===== src/rtl/mem_ctrl_pkg.sv =====
// Shared definitions for the memory access sequencer and its arbiter.
// Latency: n/a (types and constants only).
// Backpressure: n/a.
//
// Contents: FSM state encoding, grant id constants, and the poison word
// returned on a read that timed out.
package mem_ctrl_pkg;

  typedef enum logic [1:0] {
    IDLE = 2'd0,
    BUSY = 2'd1,
    DONE = 2'd2
  } state_e;

  // Grant id stored with each transaction; also the arbiter's pointer encoding.
  localparam logic GNT_DATA  = 1'b0;
  localparam logic GNT_FETCH = 1'b1;

  // Read result delivered when the bus never answers.
  localparam logic [31:0] POISON = 32'hDEADBEEF;

endpackage


===== src/rtl/mem_rr_arbiter.sv =====
// Two-way round-robin arbiter between the data port and the fetch port.
// Latency: grant is combinational from the requests; the pointer updates on the upd edge.
// Backpressure: none; the caller pulses upd only when it accepts the grant.
//
// Ports:
//   clk, rst       clock, asynchronous active-high reset
//   req_d, req_i   data-port / fetch-port request
//   upd            pulse on the edge the grant is taken; records the winner
//   gnt[1:0]       one-hot grant, bit 0 = data port, bit 1 = fetch port
module mem_rr_arbiter
  import mem_ctrl_pkg::*;
(
  input  logic       clk,
  input  logic       rst,
  input  logic       req_d,
  input  logic       req_i,
  input  logic       upd,
  output logic [1:0] gnt
);

  // Last port granted. Resets to fetch so the data port wins the first tie.
  logic last_q;
  logic last_d;

  always_comb begin
    gnt = 2'b00;
    if (req_d && req_i) begin
      // Tie: whoever was not served last goes next.
      gnt = (last_q == GNT_FETCH) ? 2'b01 : 2'b10;
    end else if (req_d) begin
      gnt = 2'b01;
    end else if (req_i) begin
      gnt = 2'b10;
    end
  end

  always_comb begin
    last_d = last_q;
    if (upd && (gnt != 2'b00)) begin
      last_d = gnt[1] ? GNT_FETCH : GNT_DATA;
    end
  end

  always_ff @(posedge clk or posedge rst) begin
    if (rst) begin
      last_q <= GNT_FETCH;
    end else begin
      last_q <= last_d;
    end
  end

endmodule


===== src/rtl/mem_access_ctrl.sv =====
// Sequencer sharing one external memory bus between the data and fetch ports.
// Latency: 1 (grant) + N (BUSY, N>=1, through the response edge) + 1 (DONE) cycles.
// Backpressure: a port is stalled until its one-cycle done pulse; one transaction in flight.
//
// Ports:
//   clk, rst                          clock, asynchronous active-high reset
//   d_rd/d_wr/d_addr/d_wdata          data-port request (rd+wr together = write)
//   d_rdata/d_done                    data-port result and completion pulse
//   i_rd/i_addr                       fetch-port read request
//   i_rdata/i_done                    fetch-port result and completion pulse
//   busy                              high while in BUSY or DONE
//   memory_*                          external bus; all outputs registered
//   err                               sticky timeout flag
//
// Build option MEM_TIMEOUT_EN: aborts a transaction after TIMEOUT BUSY cycles
// without a response, completes it with POISON read data and sets err.
// Without it BUSY waits forever and err is constant 0.
module mem_access_ctrl
  import mem_ctrl_pkg::*;
#(
  parameter int AW      = 32,
  parameter int DW      = 32,
  parameter int TIMEOUT = 64
) (
  input  logic          clk,
  input  logic          rst,
  input  logic          d_rd,
  input  logic          d_wr,
  input  logic [AW-1:0] d_addr,
  input  logic [DW-1:0] d_wdata,
  output logic [DW-1:0] d_rdata,
  output logic          d_done,
  input  logic          i_rd,
  input  logic [AW-1:0] i_addr,
  output logic [DW-1:0] i_rdata,
  output logic          i_done,
  output logic          busy,
  output logic [31:0]   memory_addr,
  output logic          memory_rden,
  output logic          memory_wren,
  output logic [31:0]   memory_write_val,
  input  logic [31:0]   memory_read_val,
  input  logic          memory_response,
  output logic          err
);

  state_e        state_q, state_d;
  logic [AW-1:0] addr_q, addr_d;
  logic [DW-1:0] wdata_q, wdata_d;
  logic [DW-1:0] d_rdata_q, d_rdata_d;
  logic [DW-1:0] i_rdata_q, i_rdata_d;
  logic          wr_q, wr_d;
  logic          gnt_id_q, gnt_id_d;
  logic          rden_q, rden_d;
  logic          wren_q, wren_d;
  logic          d_done_q, d_done_d;
  logic          i_done_q, i_done_d;
  logic          busy_q, busy_d;

  // Transaction completion in BUSY, and the value to hand back on a read.
  logic          fin;
  logic [DW-1:0] fin_rdata;

  logic [1:0]    arb_gnt;
  logic          arb_upd;

`ifdef MEM_TIMEOUT_EN
  // Counts BUSY cycles 0..TIMEOUT-1; the edge at TIMEOUT-1 is the last one allowed.
  localparam int TW = (TIMEOUT > 1) ? $clog2(TIMEOUT) : 1;
  logic [TW-1:0] tmr_q, tmr_d;
  logic          err_q, err_d;
`endif

  // Only offer requests to the arbiter in IDLE so the pointer cannot move
  // while a transaction is outstanding.
  mem_rr_arbiter u_arb (
    .clk   (clk),
    .rst   (rst),
    .req_d ((d_rd | d_wr) && (state_q == IDLE)),
    .req_i (i_rd && (state_q == IDLE)),
    .upd   (arb_upd),
    .gnt   (arb_gnt)
  );

  always_comb begin
    state_d   = state_q;
    addr_d    = addr_q;
    wdata_d   = wdata_q;
    d_rdata_d = d_rdata_q;
    i_rdata_d = i_rdata_q;
    wr_d      = wr_q;
    gnt_id_d  = gnt_id_q;
    rden_d    = rden_q;
    wren_d    = wren_q;
    d_done_d  = 1'b0;
    i_done_d  = 1'b0;
    arb_upd   = 1'b0;
    fin       = 1'b0;
    fin_rdata = DW'(memory_read_val);
`ifdef MEM_TIMEOUT_EN
    tmr_d     = tmr_q;
    err_d     = err_q;
`endif

    case (state_q)
      IDLE: begin
        if (arb_gnt != 2'b00) begin
          arb_upd = 1'b1;
          if (arb_gnt[1]) begin
            gnt_id_d = GNT_FETCH;
            addr_d   = i_addr;
            wr_d     = 1'b0;
          end else begin
            gnt_id_d = GNT_DATA;
            addr_d   = d_addr;
            wdata_d  = d_wdata;
            // A simultaneous read and write is issued as a write.
            wr_d     = d_wr;
          end
          rden_d  = ~wr_d;
          wren_d  = wr_d;
          state_d = BUSY;
`ifdef MEM_TIMEOUT_EN
          tmr_d   = '0;
`endif
        end
      end

      BUSY: begin
        if (memory_response) begin
          fin = 1'b1;
`ifdef MEM_TIMEOUT_EN
        end else if (tmr_q == TW'(TIMEOUT - 1)) begin
          fin       = 1'b1;
          fin_rdata = DW'(POISON);
          err_d     = 1'b1;
        end else begin
          tmr_d = tmr_q + TW'(1);
`endif
        end

        if (fin) begin
          if (!wr_q) begin
            if (gnt_id_q == GNT_FETCH) begin
              i_rdata_d = fin_rdata;
            end else begin
              d_rdata_d = fin_rdata;
            end
          end
          rden_d   = 1'b0;
          wren_d   = 1'b0;
          d_done_d = (gnt_id_q == GNT_DATA);
          i_done_d = (gnt_id_q == GNT_FETCH);
          state_d  = DONE;
        end
      end

      DONE: begin
        // Requests are not looked at here; the requester may be updating them.
        state_d = IDLE;
      end

      default: begin
        state_d = IDLE;
        rden_d  = 1'b0;
        wren_d  = 1'b0;
      end
    endcase

    busy_d = (state_d != IDLE);
  end

  always_ff @(posedge clk or posedge rst) begin
    if (rst) begin
      state_q   <= IDLE;
      addr_q    <= '0;
      wdata_q   <= '0;
      d_rdata_q <= '0;
      i_rdata_q <= '0;
      wr_q      <= 1'b0;
      gnt_id_q  <= GNT_DATA;
      rden_q    <= 1'b0;
      wren_q    <= 1'b0;
      d_done_q  <= 1'b0;
      i_done_q  <= 1'b0;
      busy_q    <= 1'b0;
`ifdef MEM_TIMEOUT_EN
      tmr_q     <= '0;
      err_q     <= 1'b0;
`endif
    end else begin
      state_q   <= state_d;
      addr_q    <= addr_d;
      wdata_q   <= wdata_d;
      d_rdata_q <= d_rdata_d;
      i_rdata_q <= i_rdata_d;
      wr_q      <= wr_d;
      gnt_id_q  <= gnt_id_d;
      rden_q    <= rden_d;
      wren_q    <= wren_d;
      d_done_q  <= d_done_d;
      i_done_q  <= i_done_d;
      busy_q    <= busy_d;
`ifdef MEM_TIMEOUT_EN
      tmr_q     <= tmr_d;
      err_q     <= err_d;
`endif
    end
  end

  // Bus side is fixed at 32 bits; address/data are resized to fit.
  assign memory_addr      = 32'(addr_q);
  assign memory_write_val = 32'(wdata_q);
  assign memory_rden      = rden_q;
  assign memory_wren      = wren_q;
  assign d_rdata          = d_rdata_q;
  assign i_rdata          = i_rdata_q;
  assign d_done           = d_done_q;
  assign i_done           = i_done_q;
  assign busy             = busy_q;

`ifdef MEM_TIMEOUT_EN
  assign err = err_q;
`else
  assign err = 1'b0;
`endif

endmodule


===== config.mk =====
export PLATFORM = sky130hd
export DESIGN_NAME = mem_access_ctrl
export DESIGN_NICKNAME = d
export VERILOG_FILES = /design/src/rtl/mem_ctrl_pkg.sv /design/src/rtl/mem_rr_arbiter.sv /design/src/rtl/mem_access_ctrl.sv
export SDC_FILE = /design/constraint.sdc
export NUM_CORES = 1
export LEC_CHECK = 0
export BUFFER_PORTS_ARGS = -buffer_cell sky130_fd_sc_hd__buf_2
export CAP_MARGIN = 10
export CORE_MARGIN = 5
export CORE_UTILIZATION = 49
export DETAILED_ROUTE_END_ITERATION = 8
export PLACE_DENSITY = 0.85
export SLEW_MARGIN = 20
export SYNTH_ARGS = -nofsm -noshare
export SYNTH_HDL_FRONTEND = slang
export SYNTH_SLANG_ARGS = --single-unit

===== constraint.sdc =====
create_clock -name clk -period 7.9 [get_ports clk]
set_clock_uncertainty 0.1 [all_clocks]
set_input_delay 0.395 -clock clk [delete_from_list [all_inputs] [get_ports clk]]
set_output_delay 0.395 -clock clk [all_outputs]
set_load 0.02 [all_outputs]

==> reports/metrics.cfg <==
[timing]
finalHoldViolCount = 0
max_freq_ghz = 0.356
rsz0062_at_grt = false
fin_crit_sh = 0.356
setup_violations = 0
relSlewSlack = 0.283
worstMarginPinSlew_ns = 1.08
fin_crit_ns = 2.81
maxSlewViolCount = 0
finalSetupTns_ns = 0

[setup_path]
rr_worst_depth = 6
criticalPathCategory = reg2reg
crit_slowest_cell = buf_4
cp.required_ns = 8.24
r2r-end = memory_addr[23]
worstPathCellList = nor2_2, buf_4, o211a_2, buf_4, a221o_1, dlygate4sd3_1
cp-start-kind = register
crit_family = buffers and inverters
worstReg2RegStart = state_q[1]
setup.worst_path.end_class = register
critPathMaxStageDelay_ns = 0.59
r2r_setup_slack_ns = 5.09
worstPathArrival_ns = 3.15
critical_path.endpoint = memory_addr[23]
cp-startpoint = state_q[1]
path_depth = 6
cp.buffers_inverters = 3
critical_path.max_fanout = 65
crit_top_cell = buf_4

[cells_and_area]
drive_gt1_frac = 0.498
fin_nets = 849
fin_area_sq_um = 8400
utilization = 0.771
fillers = 644
area_growth_pct = 54.0

[synthesis]
synthTopCellsByArea = dfrtp_1 63%, mux2_2 12%, mux2_1 8.1%
synth_top_cell_by_area = dfrtp_1
yosys_warnings = 0
avgSynthCellArea_sq_um = 15.5
ys_seq_elements = 138
synthXorXnorAreaFrac = 0
synth_area_sq_um = 5450
ys_seq_area_frac = 0.634
synth_top_area_frac = 0.629
synth_compound_area_frac = 0.115
synthAdderAreaFrac = 0
yosysUniqueCellTypes = 30
muxShareOfSynthArea = 0.198
synth_top_family_by_area = multiplexers
syn_nets = 486
syn_inst = 352
synth-simple-area-share = 0.0195

[power]
irDropWorstVdd_uv = 285
leakagePower_nw = 4.15
seqPwrFrac = 0.356
pwr-share-comb = 0.427
p_int_mw = 2.19
swShare = 0.382
netSwitchingPower_mw = 1.35
power.clock.fraction = 0.217
power_density_nw_per_um2 = 423

[die]
ios = 268
num_rows = 38
core_sq_um = 10900
die_w_microns = 115
die_y_microns = 115
dieArea_sq_um = 13300
start_util = 0.501

[grt]
grt_max_degree = 80
grt_usage = 0.266
grt_overflow_total = 0
grt_pass1_vias = 5123
grt_pass1_wl_mm = 26.9
antenna_found_initial = 1

[min_path]
worstHoldPathCells = 2
hp-class = in2reg

[cts]
cts_root_buf = clkbuf_8
cts_buffers = 17
cts_setup_buffers = 0
clkLatencyLatePin_ns = 0.51
cts_resized = 0
cts.clk_slew.worst_paths_ns = 0.06
clock-sinks = 138
h-tree-depth = 4
hold_buffers = 93
cts_tree = done
cts_buffer_depth = 2

[place]
gp_congestion = 0.801
port_buffers = 266
place_hpwl_mm = 10.8
place_area_sq_um = 6840

[outcome]
outcome = finished, final reports clean

[routing]
routedWlPerCell_microns = 20.2
drtIter0Drc = 377
via_per_inst = 5.39
drc = 0
wirelength_mm = 17.6
antenna_left = 0
vias = 4685
drtPass1Iterations = 5

[run]
drv_cap = 0

## cell usage after synthesis (all sizes together)
cell type,number
dfrtp,137
clkbuf,7
a21o,2
nor3,1
inv,3
o211a,1
mux2,96
nand3b,2
or3,1
a21oi,1
a311o,1
a21boi,32
conb,1
nand2,1
buf,18
a211oi,1
dfstp,1
o21ba,1
a221o,32
nand2b,2
nor2,5
o21ai,2
and2,1
and3,3
## through the flow
| stage | instances | power (mW) | hold slack, ns | setup WS [ns] |
|---|---|---|---|---|
| after CTS | 862 | 3.53 | 0.000440 | 5.21 |
| after detailed placement | 738 | 2.64 | 0.375 | 5.55 |
| after global placement | 738 | 2.58 | 0.364 | 5.63 |
| after global routing | 868 | 3.73 | 0.0000316 | 4.96 |
| after floorplan | 352 | 2.12 | 0.388 | 3.71 |
| final | 870 | 3.55 | 0.0325 | 5.09 |
## routing by layer
metal / vias to the layer above / track usage / share of wire
met2: 282 / 0.458 / 0.51
met3: 47 / 0.0909 / 0.091
met5: - / 0 / 0
met1: 2318 / 0.302 / 0.37
met4: 0 / 0.118 / 0.028
li1: 2038 / - / -
## cell usage in the layout, fill, tap and decap left out, drive strengths merged, types with 5 or more instances in the layout
| master | n |
|---|---|
| a21boi | 32 |
| nor2 | 5 |
| buf | 271 |
| dlygate4sd3 | 98 |
| clkbuf | 23 |
| a221o | 32 |
| mux2 | 96 |
| dfrtp | 137 |
## worst register-to-register path, stage by stage, from the launching register on
cell and delay, ns:
dfrtp_1 0.44, nor2_2 0.14, buf_4 0.33, o211a_2 0.26, buf_4 0.59, a221o_1 0.32
dlygate4sd3_1 0.57
## worst min-delay path by stage
stage,from,slack (ns),to
3_5_place_dp,memory_write_val[4],0.38,memory_write_val[4]
4_1_cts,memory_read_val[28],0.0004,i_rdata[28]
3_3_place_gp,memory_write_val[4],0.36,memory_write_val[4]
2_1_floorplan,state_q[1],0.39,busy
6_report,memory_read_val[24],0.03,i_rdata[24]
5_1_grt,d_wdata[28],0.00003,memory_write_val[28]
## kinds of logic (layout without fill, tap and decap cells)
group,Yosys count,after routing
buf+inv,28,403
flops,138,138
mux,96,96
other cells,1,4
simple gates,16,16
compound gates,73,73
## layout make-up
type                       instances  area (sq um)  share of cell area
clock buffer                      23           447              0.0532
tap                              140           175              0.0209
clock inverter                     8           120              0.0143
multi-input combinational        186          1830               0.217
antenna                            3          7.51            0.000894
timing repair buffer             369          2350               0.280
inverter                           3          16.3             0.00194
sequential                       138          3450               0.411
## state kept, by name, indices dropped and copies added (netlist names)
| register | flops |
|---|---|
| d_done | 1 |
| memory_rden | 1 |
| memory_wren | 1 |
| gnt_id_q | 1 |
| busy | 1 |
| d_rdata | 32 |
| i_done | 1 |
| i_rdata | 32 |
| state_q | 2 |
| memory_addr | 32 |
| u_arb.last_q | 1 |
| wr_q | 1 |
| memory_write_val | 32 |
## power groups by stage
stage | logic (mW) | clock network (mW) | registers, mW
global placement | 1.35 | 0 | 1.24
detailed placement | 1.39 | 0 | 1.26
CTS | 1.50 | 0.783 | 1.25
floorplan | 0.459 | 0 | 1.66
global route | 1.61 | 0.815 | 1.30
finish | 1.51 | 0.771 | 1.26
Power figures use the tool's default switching activity.
